File: src/rtl/muldiv_unit_if.sv
// Request/result handshake bundle for the iterative multiply/divide unit.
// slave: unit side; master: issuing side (execute stage or testbench).
interface muldiv_unit_if #(
   parameter int WIDTH = 32
);
   logic             i_valid;
   logic             o_ready;
   logic [2:0]       i_opsel;
   logic [WIDTH-1:0] i_op1;
   logic [WIDTH-1:0] i_op2;
   logic             i_kill;
   logic             o_valid;
   logic             i_ready;
   logic [WIDTH-1:0] o_result;

   modport slave (
      input  i_valid, i_opsel, i_op1, i_op2,
      input  i_kill, i_ready,
      output o_ready, o_valid, o_result
   );

   modport master (
      output i_valid, i_opsel, i_op1, i_op2,
      output i_kill, i_ready,
      input  o_ready, o_valid, o_result
   );
endinterface

File: src/rtl/muldiv_unit.sv
// RV32M iterative mul/div: shift-add multiply, restoring divide, one adder.
// Ports: i_clk, i_rst_n (async low), bus (muldiv_unit_if.slave).
module muldiv_unit #(
   parameter int WIDTH = 32
) (
   input  logic          i_clk,
   input  logic          i_rst_n,
   muldiv_unit_if.slave  bus
);
   localparam int CW = $clog2(WIDTH);
   localparam logic [WIDTH-1:0] MIN =
      {1'b1, {(WIDTH-1){1'b0}}};

   typedef enum logic [1:0] {
      IDLE,
      RUN,
      DONE
   } state_t;

   state_t           state_q, state_d;
   logic [2:0]       op_q, op_d;
   logic             neg_q, neg_d;
   logic [WIDTH-1:0] acc_q, acc_d;
   logic [WIDTH-1:0] mq_q, mq_d;
   logic [WIDTH-1:0] mc_q, mc_d;
   logic [WIDTH-1:0] res_q, res_d;
   logic [CW-1:0]    cnt_q, cnt_d;

   // accept-time decode
   logic             is_div, s1, s2, n1, n2;
   logic             div0, ovf;
   logic [WIDTH-1:0] mag1, mag2, spec_res;

   assign is_div = bus.i_opsel[2];
   assign s2 = (bus.i_opsel == 3'b001)
             | (is_div & ~bus.i_opsel[0]);
   assign s1 = s2 | (bus.i_opsel == 3'b010);
   assign n1 = s1 & bus.i_op1[WIDTH-1];
   assign n2 = s2 & bus.i_op2[WIDTH-1];
   assign mag1 = n1 ? -bus.i_op1 : bus.i_op1;
   assign mag2 = n2 ? -bus.i_op2 : bus.i_op2;
   assign div0 = is_div & (bus.i_op2 == '0);
   assign ovf = is_div & ~bus.i_opsel[0]
              & (bus.i_op1 == MIN)
              & (&bus.i_op2);

   always_comb begin
      spec_res = '0;
      if (div0)
         spec_res = bus.i_opsel[1] ? bus.i_op1 : '1;
      else
         spec_res = bus.i_opsel[1] ? '0 : bus.i_op1;
   end

   // shared adder
   logic [WIDTH-1:0] add_a, add_b, add_sum;
   logic             add_ci, add_co;

   assign {add_co, add_sum} = {1'b0, add_a}
                            + {1'b0, add_b}
                            + {{WIDTH{1'b0}}, add_ci};

   // one iteration; divide tests the shifted
   // remainder, whose top bit sits in acc_q msb
   logic [WIDTH-1:0] acc_it, mq_it;
   logic             ge;

   always_comb begin
      add_a  = acc_q;
      add_b  = mq_q[0] ? mc_q : '0;
      add_ci = 1'b0;
      ge     = 1'b0;
      acc_it = {add_co, add_sum[WIDTH-1:1]};
      mq_it  = {add_sum[0], mq_q[WIDTH-1:1]};
      if (op_q[2]) begin
         add_a  = {acc_q[WIDTH-2:0], mq_q[WIDTH-1]};
         add_b  = ~mc_q;
         add_ci = 1'b1;
         ge     = acc_q[WIDTH-1] | add_co;
         acc_it = ge ? add_sum : add_a;
         mq_it  = {mq_q[WIDTH-2:0], ge};
      end
   end

   // sign fix-up on the final iteration's values
   logic [2*WIDTH-1:0] prod, prod_f;
   logic [WIDTH-1:0]   q_f, r_f, fix;

   assign prod   = {acc_it, mq_it};
   assign prod_f = neg_q ? -prod : prod;
   assign q_f    = neg_q ? -mq_it : mq_it;
   assign r_f    = neg_q ? -acc_it : acc_it;

   always_comb begin
      fix = '0;
      unique case (1'b1)
         op_q == 3'b000:
            fix = prod_f[WIDTH-1:0];
         ~op_q[2] & (|op_q[1:0]):
            fix = prod_f[2*WIDTH-1:WIDTH];
         op_q[2] & op_q[1]:
            fix = r_f;
         op_q[2] & ~op_q[1]:
            fix = q_f;
         default: fix = '0;
      endcase
   end

   always_comb begin
      state_d = state_q;
      op_d    = op_q;
      neg_d   = neg_q;
      acc_d   = acc_q;
      mq_d    = mq_q;
      mc_d    = mc_q;
      res_d   = res_q;
      cnt_d   = cnt_q;
      unique case (state_q)
         IDLE: begin
            if (bus.i_valid) begin
               op_d  = bus.i_opsel;
               // remainder follows dividend sign
               neg_d = (is_div & bus.i_opsel[1])
                     ? n1 : (n1 ^ n2);
               acc_d = '0;
               mq_d  = is_div ? mag1 : mag2;
               mc_d  = is_div ? mag2 : mag1;
               cnt_d = '0;
               if (div0 | ovf) begin
                  res_d   = spec_res;
                  state_d = DONE;
               end else begin
                  state_d = RUN;
               end
            end
         end
         RUN: begin
            if (bus.i_kill) begin
               state_d = IDLE;
            end else begin
               acc_d = acc_it;
               mq_d  = mq_it;
               cnt_d = cnt_q + CW'(1);
               if (&cnt_q) begin
                  res_d   = fix;
                  state_d = DONE;
               end
            end
         end
         DONE: begin
            if (bus.i_kill | bus.i_ready)
               state_d = IDLE;
         end
         default: state_d = IDLE;
      endcase
   end

   always_ff @(posedge i_clk or negedge i_rst_n) begin
      if (!i_rst_n) begin
         state_q <= IDLE;
         op_q    <= '0;
         neg_q   <= 1'b0;
         acc_q   <= '0;
         mq_q    <= '0;
         mc_q    <= '0;
         res_q   <= '0;
         cnt_q   <= '0;
      end else begin
         state_q <= state_d;
         op_q    <= op_d;
         neg_q   <= neg_d;
         acc_q   <= acc_d;
         mq_q    <= mq_d;
         mc_q    <= mc_d;
         res_q   <= res_d;
         cnt_q   <= cnt_d;
      end
   end

   assign bus.o_ready  = (state_q == IDLE);
   assign bus.o_valid  = (state_q == DONE);
   assign bus.o_result = res_q;
endmodule

File: src/flat_wrapper.sv
// flat-port wrapper written by rule: the top's interface ports become plain ports
module muldiv_unit_flat 
#(
   parameter int WIDTH = 32
)
  (i_clk, i_rst_n, bus_i_valid, bus_i_opsel, bus_i_op1, bus_i_op2, bus_i_kill, bus_i_ready, bus_o_ready, bus_o_valid, bus_o_result);
  muldiv_unit_if #(.WIDTH(WIDTH)) bus_i ();
  input  logic i_clk;
  input  logic i_rst_n;
  input wire logic [$bits(bus_i.i_valid)-1:0] bus_i_valid;
  input wire logic [$bits(bus_i.i_opsel)-1:0] bus_i_opsel;
  input wire logic [$bits(bus_i.i_op1)-1:0] bus_i_op1;
  input wire logic [$bits(bus_i.i_op2)-1:0] bus_i_op2;
  input wire logic [$bits(bus_i.i_kill)-1:0] bus_i_kill;
  input wire logic [$bits(bus_i.i_ready)-1:0] bus_i_ready;
  output wire logic [$bits(bus_i.o_ready)-1:0] bus_o_ready;
  output wire logic [$bits(bus_i.o_valid)-1:0] bus_o_valid;
  output wire logic [$bits(bus_i.o_result)-1:0] bus_o_result;
  assign bus_i.i_valid = bus_i_valid;
  assign bus_i.i_opsel = bus_i_opsel;
  assign bus_i.i_op1 = bus_i_op1;
  assign bus_i.i_op2 = bus_i_op2;
  assign bus_i.i_kill = bus_i_kill;
  assign bus_i.i_ready = bus_i_ready;
  assign bus_o_ready = bus_i.o_ready;
  assign bus_o_valid = bus_i.o_valid;
  assign bus_o_result = bus_i.o_result;
  muldiv_unit #(.WIDTH(WIDTH)) u_core (.i_clk(i_clk), .i_rst_n(i_rst_n), .bus(bus_i));
endmodule
File: config.mk
export PLATFORM = sky130hd
export DESIGN_NAME = muldiv_unit_flat
export DESIGN_NICKNAME = d
export VERILOG_FILES = /design/src/rtl/muldiv_unit_if.sv /design/src/rtl/muldiv_unit.sv /design/src/flat_wrapper.sv
export SDC_FILE = /design/constraint.sdc
export NUM_CORES = 1
export LEC_CHECK = 0
export CORE_UTILIZATION = 29
export CTS_BUF_LIST = sky130_fd_sc_hd__clkbuf_4 sky130_fd_sc_hd__clkbuf_8
export CTS_CLUSTER_SIZE = 8
export DETAILED_ROUTE_END_ITERATION = 16
export PLACE_DENSITY = 0.56
export SLEW_MARGIN = 20
export SYNTH_ARGS = -nofsm -noshare
export SYNTH_HDL_FRONTEND = slang
export SYNTH_SLANG_ARGS = --single-unit
File: constraint.sdc
create_clock -name i_clk -period 13.9 [get_ports i_clk]
set_clock_uncertainty 0.2 [all_clocks]
set_input_delay 2.78 -clock i_clk [delete_from_list [all_inputs] [get_ports i_clk]]
set_output_delay 2.78 -clock i_clk [all_outputs]
set_load 0.005 [all_outputs]
==> results.json <==
{
  "cts_num_sinks": 139,
  "ys_ff_latch": 139,
  "numPortBuffers": 105,
  "synth-compound-area-share_pct": 31.6,
  "max_stage_delay_ns": 0.81,
  "post-cts-setup-buffer-count": 0,
  "grt_pass1_vias": 14300,
  "yosysTopAreaCell": "dfrtp_1",
  "setup_tns_ns": 0,
  "row_count": 82,
  "worstPathArrival_ns": 7.88,
  "maxSlewViolCount": 0,
  "gp_congestion": 0.967,
  "yosys-top-cells-area": "dfrtp_1 24%, o21ai_0 7.9%, a21oi_1 6.7%, nand2_1 6.0%, nor2_1 5.4%",
  "cap_violations": 0,
  "cp_common_cell": "o21ai_0",
  "grt_overflow_total": 0,
  "dp.final_hpwl_mm": 48.4,
  "design_area_um2": 16700,
  "post-route-util_pct": 33.3,
  "clk_pin_slew_ns": 0.12,
  "drt-total-wl_mm": 62.4,
  "yosysTopAreaCellShare_pct": 23.6,
  "design.core.area_um2": 50200,
  "grt_pass1_wl_mm": 91.5,
  "finalHoldViolCount": 0,
  "wl_per_cell_um": 23.1,
  "grt_max_degree": 111,
  "synthAdderAreaFrac_pct": 3.58,
  "topRoutingLayerUsed": "met5",
  "endpoint_kind": "flip-flop",
  "synth_warnings": 0,
  "drt_iter0_markers": 1686,
  "finalSetupViolCount": 0,
  "fin_total_pwr_uw": 4660,
  "p_leak_uw": 0.00635,
  "placed_cell_area_um2": 16300,
  "numCtsBuffers": 17,
  "worst_hold_slack_ns": 0.287,
  "min_period_over_period_pct": 55.1,
  "ant_nets": 0,
  "crit_slowest_cell": "o21ai_0",
  "area_growth_pct": 13.0,
  "wl_met2_mm": 27.8,
  "r2r_start": "u_core.op_q[2]",
  "synth_top_family_by_area": "compound AO/OA/AOI/OAI gates",
  "synth_area_per_cell_um2": 7.38,
  "insertion_delay_ns": 0.51,
  "drive_above_1_share_pct": 8.34,
  "hold_class": "reg2reg",
  "syn_nets": 2114,
  "worstPathMaxFanout": 60,
  "cts_tree": "built",
  "fin_nets": 2127,
  "grt_setup_unrepaired": "false",
  "dieHeight_um": 228,
  "initial_core_util_pct": 29.4,
  "clock_path_buffers": 2,
  "synth.distinct_cells": 98,
  "dieArea_um2": 51800,
  "crit_required_ns": 14.12,
  "synth_edf_count": 0,
  "max_freq_mhz": 130,
  "wl_met1_mm": 28.2,
  "async_reset_ff_share_pct": 100,
  "antenna_found_initial": 2,
  "die_x_um": 228,
  "ctsResizeCount": 0,
  "antenna_cells": 0,
  "peakVddDrop_mv": 0.0968,
  "slew_headroom_pct": 31.6,
  "min_from": "u_core.cnt_q[4]",
  "syn_area_um2": 14800,
  "run_status": "finished clean",
  "fin_crit_ns": 7.66,
  "synthMuxAreaShare_pct": 6.48,
  "grt_use_total_pct": 23.8,
  "vias": 15700,
  "dr.pass1.iters": 5,
  "ys_seq_area_share_pct": 23.6,
  "cp_cell_sequence": "inv_1, buf_4, o21ai_0, ha_1, and2_1, and3_1, a211oi_2, a31o_1, and2_4, nand2_1, o21ai_0, ha_1, o21a_1, o2111ai_1, or3b_1, nand2b_1, nand2b_1, o21a_1, nor3_1, a31o_2, o21ai_0, o21ba_2, mux2_2, a21oi_1",
  "drc": 0,
  "p_per_area_nw_per_um2": 279,
  "synth_top_flop_cell": "dfrtp_1",
  "criticalPathCategory": "reg2reg",
  "startpoint": "u_core.op_q[2]",
  "wl_met3_mm": 4.37,
  "io_pins": 106,
  "worstSetupStartpointType": "flip-flop",
  "cts_root_buf": "clkbuf_8",
  "htreeDepth": 4,
  "worst_slew_pin_slew_ns": 1.03,
  "cts_hold_buf": 0,
  "synth_cells": 2001,
  "drt-vias-per-instance": 5.80,
  "synth_xor_area_share_pct": 8.07,
  "synthSimpleGateAreaFrac_pct": 21.9
}
[worst paths after layout]
| check | end | slack (ns) | depth (start not counted) |
|---|---|---|---|
| max in group asynchronous | u_core.op_q[2] | 9.89 | 2 |
| min | u_core.cnt_q[4] | 0.29 | 2 |
| max reg2reg | u_core.bus.o_result[30] | 6.24 | 24 |
| min reg2reg | u_core.cnt_q[4] | 0.29 | 2 |
| max | u_core.bus.o_result[30] | 6.24 | 24 |
| min in group asynchronous | u_core.bus.o_result[27] | 2.13 | 1 |
[placed cells by master, fill, tap and decap left out, types with 9 or more instances in the layout]
cell type and instances:
nor4_1 15, xor2_1 57, and2_1 11, clkbuf_8 17, xnor2_1 79, a22o_1 23
o41ai_1 9, dfrtp_1 137, a31oi_1 29, or3_1 13, ha_1 39, nand2_1 235
nor2_1 212, a211oi_1 27, mux2i_1 45, a21o_1 25, mux2_2 45, o22ai_1 11
a21oi_1 199, o211ai_1 15, o21ai_0 233, o221ai_1 13, nor3_1 47, buf_4 22
nand4_1 23, o21a_1 12, inv_1 33, nand2b_1 18, a221oi_1 14, clkdlybuf4s50_1 103
nand3_1 38, o31ai_1 28
[layer usage]
metal,GRT usage [%],up-vias
li1,-,7389
met1,32.8,7571
met2,37.4,626
met3,4.02,75
met4,7.88,2
met5,0,-
[cell families (layout without fill, tap and decap cells)]
logic type,after synthesis,after routing
fa+ha+maj,41,41
flops,139,139
compound gates,738,738
simple gates,691,691
buf+inv,166,192
xor+xnor,136,136
mux,90,90
[worst max-delay path: cells and delay by family, from the launching register on]
family | cells | cell delay [ns]
AO/OA/AOI/OAI | 11 | 3.16
flip-flops | 1 | 0.69
buffers and inverters | 2 | 0.43
multiplexers | 1 | 0.32
adder cells (fa/ha/maj) | 2 | 0.80
AND/OR/NAND/NOR | 8 | 1.92
[sequential cells by signal, summed over array words and instances, names as in the netlist]
signal,count
u_core.acc_q,32
u_core.bus.o_result,32
u_core.mc_q,32
u_core.mq_q,32
u_core.cnt_q,5
u_core.op_q,3
u_core.state_q,2
u_core.neg_q,1
[power breakdown]
group	switching, µW	internal (µW)
Combinational	2410	1180
Clock	228	141
Sequential	168	537
[cells in the mapped netlist (9+ instances only)]
| library cell | n |
|---|---|
| nand2b_1 | 18 |
| a221oi_1 | 14 |
| o41ai_1 | 9 |
| buf_2 | 15 |
| nand4_1 | 23 |
| a211oi_1 | 27 |
| o22ai_1 | 11 |
| o221ai_1 | 13 |
| nor2_1 | 214 |
| mux2i_1 | 45 |
| mux2_2 | 45 |
| nand3_1 | 38 |
| nor4_1 | 15 |
| a22o_1 | 23 |
| ha_1 | 39 |
| o21ai_0 | 233 |
| nand2_1 | 237 |
| nor3_1 | 47 |
| inv_1 | 33 |
| o31ai_1 | 28 |
| a21o_1 | 25 |
| a21oi_1 | 199 |
| a31oi_1 | 29 |
| xor2_1 | 57 |
| o21a_1 | 12 |
| o211ai_1 | 15 |
| or3_1 | 13 |
| and2_1 | 11 |
| clkbuf_1 | 97 |
| dfrtp_1 | 139 |
| xnor2_1 | 79 |
[layout make-up]
cell class / count / area (µm²)
inverters: 34 / 128
well taps: 672 / 841
multi-input cells: 1696 / 10600
repair buffers: 126 / 1210
fillers: 5387 / 33500
flip-flops and latches: 139 / 3480
clock buffers: 17 / 234
clock inverters: 15 / 191
[through the flow]
| stage | setup slack, ns | instances |
|---|---|---|
| after global routing | 5.84 | 2699 |
| after global placement | 6.27 | 2667 |
| after detailed placement | 6.14 | 2667 |
| after floorplan | 5.73 | 2001 |
| after CTS | 6.35 | 2699 |
| final | 6.24 | 2699 |
Note: power is estimated with default switching activity, not from simulation.
